File: config.mk
export PLATFORM = sky130hd
export DESIGN_NAME = commit_trace_buf
export DESIGN_NICKNAME = d
export VERILOG_FILES = /design/src/rtl/rvtrace_pkg.sv /design/src/rtl/trace_fifo.sv /design/src/rtl/commit_trace_buf.sv
export SDC_FILE = /design/constraint.sdc
export NUM_CORES = 1
export LEC_CHECK = 0
export CAP_MARGIN = 30
export CELL_PAD_IN_SITES_DETAIL_PLACEMENT = 1
export CELL_PAD_IN_SITES_GLOBAL_PLACEMENT = 1
export CORE_AREA = 2 2 415 417
export CTS_BUF_LIST = sky130_fd_sc_hd__clkbuf_8
export DETAILED_ROUTE_END_ITERATION = 10
export DIE_AREA = 0 0 417 419
export MAX_ROUTING_LAYER = met4
export PLACE_DENSITY_LB_ADDON = 0.1
export SLEW_MARGIN = 0
export SYNTH_ARGS = -nofsm -noshare
export SYNTH_HDL_FRONTEND = slang
export SYNTH_HIERARCHICAL = 1
export SYNTH_SLANG_ARGS = --single-unit
export TNS_END_PERCENT = 50
File: constraint.sdc
create_clock -name clk -period 16.9 [get_ports clk]
set_clock_uncertainty 0.1 [all_clocks]
set_input_delay 1.69 -clock clk [delete_from_list [all_inputs] [get_ports clk]]
set_output_delay 1.69 -clock clk [all_outputs]
set_load 0.005 [all_outputs]
File: src/rtl/rvtrace_pkg.sv
// rvtrace_pkg: shared widths and the trace entry record for the commit trace buffer.
package rvtrace_pkg;

    localparam int SEQ_W = 16;
    localparam int TS_W  = 32;
    localparam int OVF_W = 16;

    typedef struct packed {
        logic [31:0]      pc;
        logic [4:0]       rd;
        logic [31:0]      data;
        logic [SEQ_W-1:0] seq;
        logic [TS_W-1:0]  ts;
        logic             gap;
    } trace_entry_t;

endpackage

File: src/rtl/trace_fifo.sv
// trace_fifo: first-word-fall-through FIFO of trace entries; occupancy drives full/empty.
module trace_fifo
    import rvtrace_pkg::*;
#(
    parameter int  DEPTH   = 16,
    parameter type entry_t = trace_entry_t,
    localparam int AW      = $clog2(DEPTH)
) (
    input  logic        clk,
    input  logic        rst_n,
    input  logic        push,
    input  logic        pop,
    input  logic        flush,
    input  entry_t      din,
    output entry_t      dout,
    output logic [AW:0] count
);

    entry_t mem [DEPTH];
    logic [AW-1:0] wp, rp;
    logic pop_ok;

    assign pop_ok = pop && (count != '0);
    assign dout   = (count != '0) ? mem[rp] : '0;

    // A push during flush lands in slot 0 and becomes the sole entry.
    always_ff @(posedge clk or negedge rst_n) begin
        if (!rst_n) begin
            wp    <= '0;
            rp    <= '0;
            count <= '0;
        end else if (flush) begin
            wp    <= AW'(push);
            rp    <= '0;
            count <= (AW+1)'(push);
        end else begin
            wp    <= wp + AW'(push);
            rp    <= rp + AW'(pop_ok);
            count <= count + (AW+1)'(push) - (AW+1)'(pop_ok);
        end
    end

    always_ff @(posedge clk) begin
        if (push) mem[flush ? '0 : wp] <= din;
    end

endmodule

File: src/rtl/commit_trace_buf.sv
// commit_trace_buf: tags qualifying register-write commits with seq/timestamp and buffers them;
// the core is never stalled, so overflow drops entries and flags the gap on the next stored one.
module commit_trace_buf #(
    parameter int DEPTH   = 16,
    parameter int SEQ_W   = rvtrace_pkg::SEQ_W,
    parameter int TS_W    = rvtrace_pkg::TS_W,
    parameter int DROP_X0 = 1,
    localparam int AW     = $clog2(DEPTH)
) (
    input  logic                          clk,
    input  logic                          rst_n,
    input  logic                          commit_valid,
    input  logic [31:0]                   commit_pc,
    input  logic [4:0]                    commit_rd,
    input  logic [31:0]                   commit_data,
    input  logic                          flush,
    output logic                          trace_valid,
    input  logic                          trace_ready,
    output logic [31:0]                   trace_pc,
    output logic [4:0]                    trace_rd,
    output logic [31:0]                   trace_data,
    output logic [SEQ_W-1:0]              trace_seq,
    output logic [TS_W-1:0]               trace_ts,
    output logic                          trace_gap,
    output logic [AW:0]                   count,
    output logic [rvtrace_pkg::OVF_W-1:0] overflow_cnt
);

    import rvtrace_pkg::*;

    typedef struct packed {
        logic [31:0]      pc;
        logic [4:0]       rd;
        logic [31:0]      data;
        logic [SEQ_W-1:0] seq;
        logic [TS_W-1:0]  ts;
        logic             gap;
    } entry_t;

    logic [SEQ_W-1:0] seq;
    logic [TS_W-1:0]  ts;
    logic             pending_gap;
    logic             qual, pop, push, ovf, full;
    entry_t           din, head;

    assign qual        = commit_valid && !(DROP_X0 != 0 && commit_rd == '0);
    assign trace_valid = (count != '0);
    assign full        = (count == (AW+1)'(DEPTH));
    assign pop         = trace_valid && trace_ready && !flush;
    assign push        = qual && (flush || !full || pop);
    assign ovf         = qual && !push;
    assign din         = '{pc: commit_pc, rd: commit_rd, data: commit_data,
                           seq: seq, ts: ts, gap: pending_gap};

    trace_fifo #(.DEPTH(DEPTH), .entry_t(entry_t)) u_fifo (
        .clk   (clk),
        .rst_n (rst_n),
        .push  (push),
        .pop   (pop),
        .flush (flush),
        .din   (din),
        .dout  (head),
        .count (count)
    );

    assign trace_pc   = head.pc;
    assign trace_rd   = head.rd;
    assign trace_data = head.data;
    assign trace_seq  = head.seq;
    assign trace_ts   = head.ts;
    assign trace_gap  = head.gap;

    // Seq advances on every qualifying commit so drops show up as holes.
    always_ff @(posedge clk or negedge rst_n) begin
        if (!rst_n) begin
            seq          <= '0;
            ts           <= '0;
            pending_gap  <= 1'b0;
            overflow_cnt <= '0;
        end else begin
            ts <= ts + TS_W'(1);
            if (qual) seq <= seq + SEQ_W'(1);
            if (push) pending_gap <= 1'b0;
            else if (ovf) pending_gap <= 1'b1;
            if (ovf && overflow_cnt != '1) overflow_cnt <= overflow_cnt + OVF_W'(1);
        end
    end

endmodule

==> qor.tcl, run 1 <==
set qor(run_status) {complete, no violations}
set qor(numPlacedInstances) 5968
set qor(setup_fix_bufs_post_cts) 0
set qor(min_period_over_period_pct) 44.88
set qor(flow.area_growth_from_synthesis_pct) 14.38
set qor(main_combinational_cell_family_by_area_after_synthesis) {multiplexers}
set qor(hpwlAfterDp_um) 97060
set qor(clkSlewWorstSetupHoldPaths_ps) 60
set qor(final_routed_wirelength_um) 198000
set qor(layout.cells.non_filler) 6557
set qor(port-buffer-count) 213
set qor(skew_pair_late_insertion_delay_ps) 1050
set qor(grt_overflow) 0
set qor(powerDensity_nw_per_um2) 127.9
set qor(max_cap_check_violation_count) 0
set qor(effective_utilization_at_floorplan_pct) 44.58
set qor(postSynthNetCount) 3724
set qor(first_global_vias) 41242
set qor(count_of_vias_placed_by_the_detailed_router) 38330
set qor(place_congestion) 0.7091
set qor(drive_above_1_share_pct) 22.09
set qor(area_occupied_by_multi_input_gates_um2) 16410
set qor(cellLeakagePower_nw) 27.29
set qor(maxSlewViolCount) 0
set qor(tritoncts) {built}
set qor(i_o_pins) 214
set qor(synthArstFlopShare_pct) 3.967
set qor(slew_headroom_pct) 20.58
set qor(yosys.area_share.adder_pct) 0.2402
set qor(std_cell_rows) 152
set qor(worstPathMaxFanout) 100
set qor(finish.utilization_pct) 50.99
set qor(regArea_um2) 58660
set qor(fin_hold_ws_ps) 419.6
set qor(clk_path_buf_depth) 4
set qor(design_power_total_mw) 11.12
set qor(yosysSeqAreaShare_pct) 77.11
set qor(synth_simple_gate_area_share_pct) 2.640
set qor(grt_start_max_net_pins) 127
set qor(clock_period_minus_worst_slack_ps) 7585
set qor(synth_compound_area_share_pct) 4.138
set qor(cts.hold.buffers_added) 0
set qor(route.detailed.drc) 0
set qor(synth_edf_count) 1888
set qor(unrepaired_setup_endpoints_after_global_routing) {false}
set qor(synthXorXnorAreaFrac_pct) 0.7370
set qor(finalSetupViolCount) 0
set qor(timing.critical_path.to_type) {primary output}
set qor(track_usage_pct) 23.64
set qor(synth-seq-cells) 1966
set qor(worst-endpoint-arrival_ps) 5800
set qor(portion_of_netlist_area_occupied_by_mux_cells_pct) 13.64
set qor(startpoint_type) {flip-flop}
set qor(peakVddDrop_uv) 106.3
set qor(fp.dieW_um) 417
set qor(worst_slew_pin_slew_ps) 1191
set qor(grt_pass1_wl_um) 288700
set qor(synth.yosys.warnings) 6
set qor(achievable-frequency_mhz) 131.8
set qor(worst-endpoint-required_ps) 15110
set qor(finalSetupTns_ps) 0
set qor(synthCells) 3636
set qor(tritoncts.num_buffers) 341
set qor(worst-setup-path-type) {flip-flop to primary output}
set qor(synth_area_um2) 76050
set qor(floorplan.core_area_um2) 170600
set qor(r2r_setup_slack_ps) 12380
set qor(root_buffer) {sky130_fd_sc_hd__clkbuf_8}
set qor(final_antenna_net_count) 0
set qor(report.final.hold_viol_count) 0
set qor(cts_max_level) 5
set qor(drt_iter0_markers) 3270
set qor(routed_wire_length_per_instance_um) 30.19
set qor(post_synth.cell_area_avg_um2) 20.92
set qor(hold_path_class) {flip-flop to flip-flop}
set qor(post_synth_num_cell_types) 52
set qor(via_per_inst) 5.846
set qor(initial_antenna_violation_count) 10
set qor(detailed_router_iteration_count_before_antenna_repair) 5
set qor(final.fill_count) 15138
set qor(synth-main-ff-cell) {sky130_fd_sc_hd__edfxtp_1}
set qor(fp.dieArea_um2) 174700
set qor(chipHeight_um) 419
set qor(design.final.nets) 4168
set qor(cts_resized) 0
set qor(clock_sinks) 1966
[worst paths after layout]
check,end,depth (start not counted),startpoint
worst min-delay path,overflow_cnt[13],1,overflow_cnt[13]
min in group asynchronous,overflow_cnt[2],1,rst_n
worst max register to register,u_fifo/mem[12][96],9,u_fifo/count[1]
worst min register to register,overflow_cnt[13],1,overflow_cnt[13]
worst max-delay path,trace_pc[20],9,u_fifo/rp[0]
max in group asynchronous,u_fifo/rp[1],2,rst_n
[registers in the layout, indices dropped and copies added (netlist names)]
signal	flops
u_fifo/wp	4
overflow_cnt	16
u_fifo/rp	4
u_fifo/mem	1888
u_fifo/count	5
seq	16
pending_gap	1
ts	32
[placed cells by master (no fill, tap or decap), drive strengths merged, types with 4 or more instances in the layout]
master | netlist | routed
edfxtp | 1888 | 1888
mux4 | 355 | 355
clkbuf | 92 | 354
mux2i | 234 | 234
a22oi | 234 | 234
clkdlybuf4s50 | 0 | 212
nand2 | 155 | 155
nand3 | 143 | 143
inv | 15 | 138
o211ai | 118 | 118
clkinv | 0 | 93
buf | 112 | 93
dfrtp | 78 | 78
xnor2 | 39 | 39
nor2 | 37 | 37
xor2 | 25 | 25
nand4 | 17 | 17
nor3 | 16 | 16
ha | 13 | 13
and3 | 11 | 11
diode | 0 | 9
nor2b | 8 | 8
nor4 | 6 | 6
o21ai | 5 | 5
clkinvlp | 0 | 4
bufinv | 0 | 4
[area by class of cell]
| class | count | share of cell area [%] |
|---|---|---|
| Antenna cell | 9 | 0.02589 |
| Timing Repair Buffer | 305 | 3.656 |
| Multi-Input combinational cell | 1451 | 18.87 |
| Tap cell | 2233 | 3.212 |
| Clock buffer | 354 | 5.601 |
| Sequential cell | 1966 | 67.43 |
| Clock inverter | 224 | 1.139 |
| Inverter | 15 | 0.06473 |
[cells by family (layout without fill, tap and decap cells)]
family / Yosys count / after routing
mux: 592 / 592
simple gates: 416 / 416
buf+inv: 219 / 898
xor+xnor: 64 / 64
flops: 1966 / 1966
compound gates: 365 / 365
other cells: 0 / 9
fa+ha+maj: 14 / 14
[metal layers]
| metal | vias to the layer above | global-route usage, % | wire [um] |
|---|---|---|---|
| li1 | 16059 | - | - |
| met1 | 20890 | 32.47 | 87710 |
| met2 | 1113 | 36.87 | 95880 |
| met3 | 268 | 4.360 | 10780 |
| met4 | 0 | 5.730 | 3616 |
| met5 | - | - | 0 |
[cells in the mapped netlist, types with 3 or more instances]
cell type / count / share of area, %
sky130_fd_sc_hd__a21oi_1: 3 / 0.020
sky130_fd_sc_hd__a22oi_1: 149 / 1.5
sky130_fd_sc_hd__a22oi_2: 85 / 1.4
sky130_fd_sc_hd__and3_1: 11 / 0.090
sky130_fd_sc_hd__and4_1: 3 / 0.035
sky130_fd_sc_hd__buf_1: 8 / 0.039
sky130_fd_sc_hd__buf_2: 54 / 0.36
sky130_fd_sc_hd__buf_4: 34 / 0.34
sky130_fd_sc_hd__buf_6: 16 / 0.24
sky130_fd_sc_hd__clkbuf_1: 92 / 0.45
sky130_fd_sc_hd__dfrtp_1: 78 / 2.6
sky130_fd_sc_hd__edfxtp_1: 1888 / 75
sky130_fd_sc_hd__ha_1: 13 / 0.21
sky130_fd_sc_hd__inv_1: 15 / 0.074
sky130_fd_sc_hd__mux2i_1: 234 / 3.1
sky130_fd_sc_hd__mux4_2: 355 / 11
sky130_fd_sc_hd__nand2_1: 155 / 0.77
sky130_fd_sc_hd__nand3_1: 142 / 0.93
sky130_fd_sc_hd__nand4_1: 16 / 0.13
sky130_fd_sc_hd__nor2_1: 36 / 0.18
sky130_fd_sc_hd__nor2b_1: 8 / 0.066
sky130_fd_sc_hd__nor3_1: 15 / 0.099
sky130_fd_sc_hd__nor4_1: 4 / 0.033
sky130_fd_sc_hd__o211ai_1: 118 / 1.2
sky130_fd_sc_hd__o21ai_0: 4 / 0.026
sky130_fd_sc_hd__or3_1: 3 / 0.025
sky130_fd_sc_hd__xnor2_1: 39 / 0.45
sky130_fd_sc_hd__xor2_1: 25 / 0.29
[stage by stage]
step           area [um^2]  worst slack, ps
6_report             86990             9315
5_1_grt              86970             8821
4_1_cts              86920             9024
3_5_place_dp         81050             9999
3_3_place_gp         80760             9888
2_1_floorplan        76050             5462
[power breakdown]
group	internal [mW]	leakage [nW]	switching (mW)
combinational	0.844	5.77	0.905
clock	1.98	3.45	1.86
sequential	5.44	18.1	0.0870
[critical path, stage by stage (launching register included)]
cell and delay, ps:
sky130_fd_sc_hd__dfrtp_4 870, sky130_fd_sc_hd__buf_12 670, sky130_fd_sc_hd__buf_4 850, sky130_fd_sc_hd__buf_4 340, sky130_fd_sc_hd__buf_16 310, sky130_fd_sc_hd__mux2i_1 130, sky130_fd_sc_hd__a22oi_1 290, sky130_fd_sc_hd__a22oi_2 120
sky130_fd_sc_hd__o211ai_1 350, sky130_fd_sc_hd__clkdlybuf4s50_1 570
(Power assumes the default switching activity.)
==> run 2, diff against run 1 <==
==> constraint.sdc (replaced) <==
create_clock -name clk -period 6.67 [get_ports clk]
set_clock_uncertainty 0.1 [all_clocks]
set_input_delay 0.667 -clock clk [delete_from_list [all_inputs] [get_ports clk]]
set_output_delay 0.667 -clock clk [all_outputs]
set_load 0.005 [all_outputs]
==> qor.tcl, run 2 (synthesis results as in run 1) <==
set qor(slew_headroom_pct) 33.31
set qor(floorplan.core_area_um2) 170600
set qor(initial_antenna_violation_count) 9
set qor(tritoncts) {built}
set qor(hold_path_class) {input port to flip-flop}
set qor(i_o_pins) 214
set qor(chipHeight_um) 419
set qor(startpoint_type) {flip-flop}
set qor(largestRegisters) {u_fifo/mem x1888, ts x32}
set qor(via_per_inst) 5.777
set qor(path_cells) {buf_12 -> buf_4 -> mux4_2 -> a22oi_2 -> o211ai_1 -> clkdlybuf4s50_1}
set qor(timing.critical_path.to_type) {primary output}
set qor(port-buffer-count) 213
set qor(area_occupied_by_multi_input_gates_um2) 16430
set qor(hold-path-cell-count) 4
set qor(registers.top_by_ff_count) {u_fifo/mem}
set qor(timing.hold.worst_endpoint) {pending_gap}
set qor(worst-endpoint-arrival_ps) 4810
set qor(routed_wire_length_per_instance_um) 29.13
set qor(design.final.nets) 4170
set qor(place_congestion) 0.7206
set qor(route.detailed.drc) 0
set qor(numPlacedInstances) 5967
set qor(cts_max_level) 5
set qor(cellLeakagePower_nw) 27.41
set qor(tritoncts.num_buffers) 342
set qor(worst_slew_pin_slew_ps) 1000
set qor(root_buffer) {sky130_fd_sc_hd__clkbuf_8}
set qor(clk_path_buf_depth) 4
set qor(worst-endpoint-required_ps) 5900
set qor(min_period_over_period_pct) 83.63
set qor(final.fill_count) 15160
set qor(most-common-layout-cells) {sky130_fd_sc_hd__edfxtp_1 (1888), sky130_fd_sc_hd__clkbuf_8 (361), sky130_fd_sc_hd__mux4_2 (355)}
set qor(max_ffs_per_register) 1888
set qor(achievable-frequency_mhz) 179.3
set qor(clkSlewWorstSetupHoldPaths_ps) 60
set qor(flow.area_growth_from_synthesis_pct) 14.91
set qor(fp.dieW_um) 417
set qor(grt_start_max_net_pins) 119
set qor(layout.cells.non_filler) 6567
set qor(cell_at_the_slowest_stage_of_the_critical_path) {sky130_fd_sc_hd__buf_4}
set qor(grt_overflow) 0
set qor(report.final.hold_viol_count) 0
set qor(design_power_total_mw) 28.36
set qor(worstPathMaxFanout) 114
set qor(effective_utilization_at_floorplan_pct) 44.58
set qor(worst-setup-path-type) {flip-flop to primary output}
set qor(fin_area_um2) 87390
set qor(worst_hold_startpoint) {trace_ready}
set qor(powerDensity_nw_per_um2) 324.5
set qor(setup_fix_bufs_post_cts) 0
set qor(r2r_setup_slack_ps) 2950
set qor(skew_pair_late_insertion_delay_ps) 1010
set qor(clock_period_minus_worst_slack_ps) 5578
set qor(first_global_vias) 41306
set qor(clock_sinks) 1966
set qor(most_common_library_cell_in_the_layout_ignoring_fill_and_taps) {sky130_fd_sc_hd__edfxtp_1}
set qor(grt_pass1_wl_um) 281000
set qor(std_cell_rows) 152
set qor(drive_above_1_share_pct) 22.14
set qor(final_routed_wirelength_um) 191300
set qor(track_usage_pct) 22.75
set qor(detailed_router_iteration_count_before_antenna_repair) 6
set qor(drt_iter0_markers) 2729
set qor(final_antenna_net_count) 0
set qor(maxSlewViolCount) 0
set qor(count_of_vias_placed_by_the_detailed_router) 37940
set qor(final_critical_path_setup_slack_ps) 1092
set qor(unrepaired_setup_endpoints_after_global_routing) {false}
set qor(finalSetupViolCount) 0
set qor(reg2reg_to) {u_fifo/mem[12][68]}
set qor(worst_path_largest_cell_delay_ps) 760
set qor(rr_worst_depth) 8
set qor(place_area_um2) 81280
set qor(critical_path.reg2reg.startpoint) {u_fifo/count[1]}
set qor(peakVddDrop_uv) 236.8
set qor(fin_hold_ws_ps) 335.8
set qor(run_status) {complete, no violations}
set qor(regArea_um2) 58660
set qor(dp_slack_ps) 1715
set qor(fp.dieArea_um2) 174700
set qor(hpwlAfterDp_um) 96280
set qor(max_cap_check_violation_count) 0
## run 2: cell count changes in the layout (fill, tap and decap cells not counted), moves of 6 or more
cell / delta
sky130_fd_sc_hd__buf_16: -7
sky130_fd_sc_hd__buf_4: -21
sky130_fd_sc_hd__diode_2: -6
sky130_fd_sc_hd__clkbuf_8: +7
sky130_fd_sc_hd__clkinv_1: +8
sky130_fd_sc_hd__buf_12: +28
## run 2: critical path: cells and delay by family (launching register included)
family,cells,cell delay [ps]
buffers and inverters,3,1970
AO/OA/AOI/OAI,2,580
multiplexers,1,350
flip-flops,1,740
## run 2: worst max-delay path by stage
| stage | start | cells after the start | slack [ps] | end |
|---|---|---|---|---|
| 6_report | u_fifo/rp[1] | 6 | 1090 | trace_data[15] |
| 3_5_place_dp | commit_rd[1] | 8 | 1710 | u_fifo/mem[12][73] |
| 2_1_floorplan | commit_rd[3] | 8 | -580 | u_fifo/mem[6][0] |
| 5_1_grt | u_fifo/rp[1] | 6 | 920 | trace_data[28] |
| 4_1_cts | u_fifo/rp[1] | 6 | 940 | trace_data[15] |
| 3_3_place_gp | commit_rd[1] | 8 | 1680 | u_fifo/mem[1][75] |
## run 2: metal layers
layer,wire length (um),part of all wire [%],track usage (%),vias up
met4,3970,2.1,5.987,0
met5,0,0,-,-
li1,-,-,-,16083
met1,84470,44,30.56,20652
met3,8526,4.5,4.024,294
met2,94320,49,36.17,911
## run 2: repair_timing
action / 4_1_cts / 5_1_grt
hold buffers: 3 / 0
hold endpoints to repair: 25 / 0
gates resized for setup: 0 / 0
## run 2: report_power, final
group / switching, mW / internal (mW) / leakage (nW) / total [mW]
registers: 0.235 / 13.8 / 18.1 / 14.0
clock network: 4.70 / 5.19 / 3.53 / 9.89
logic: 2.29 / 2.15 / 5.80 / 4.44
total: 7.23 / 21.1 / 27.4 / 28.4
## run 2: cell type report
class | count | share of cell area, %
inverters | 15 | 0.06443
diodes | 3 | 0.008591
clock buffers | 361 | 5.686
flip-flops and latches | 1966 | 67.12
well taps | 2233 | 3.197
repair buffers | 306 | 3.897
clock inverters | 232 | 1.221
multi-input cells | 1451 | 18.80
## run 2: through the flow
step | setup TNS [ps] | util (%)
2_1_floorplan | -859770 | -
3_3_place_gp | 0 | 47.58
3_5_place_dp | 0 | 47.64
4_1_cts | 0 | 51.21
5_1_grt | 0 | 51.22
6_report | 0 | 51.23
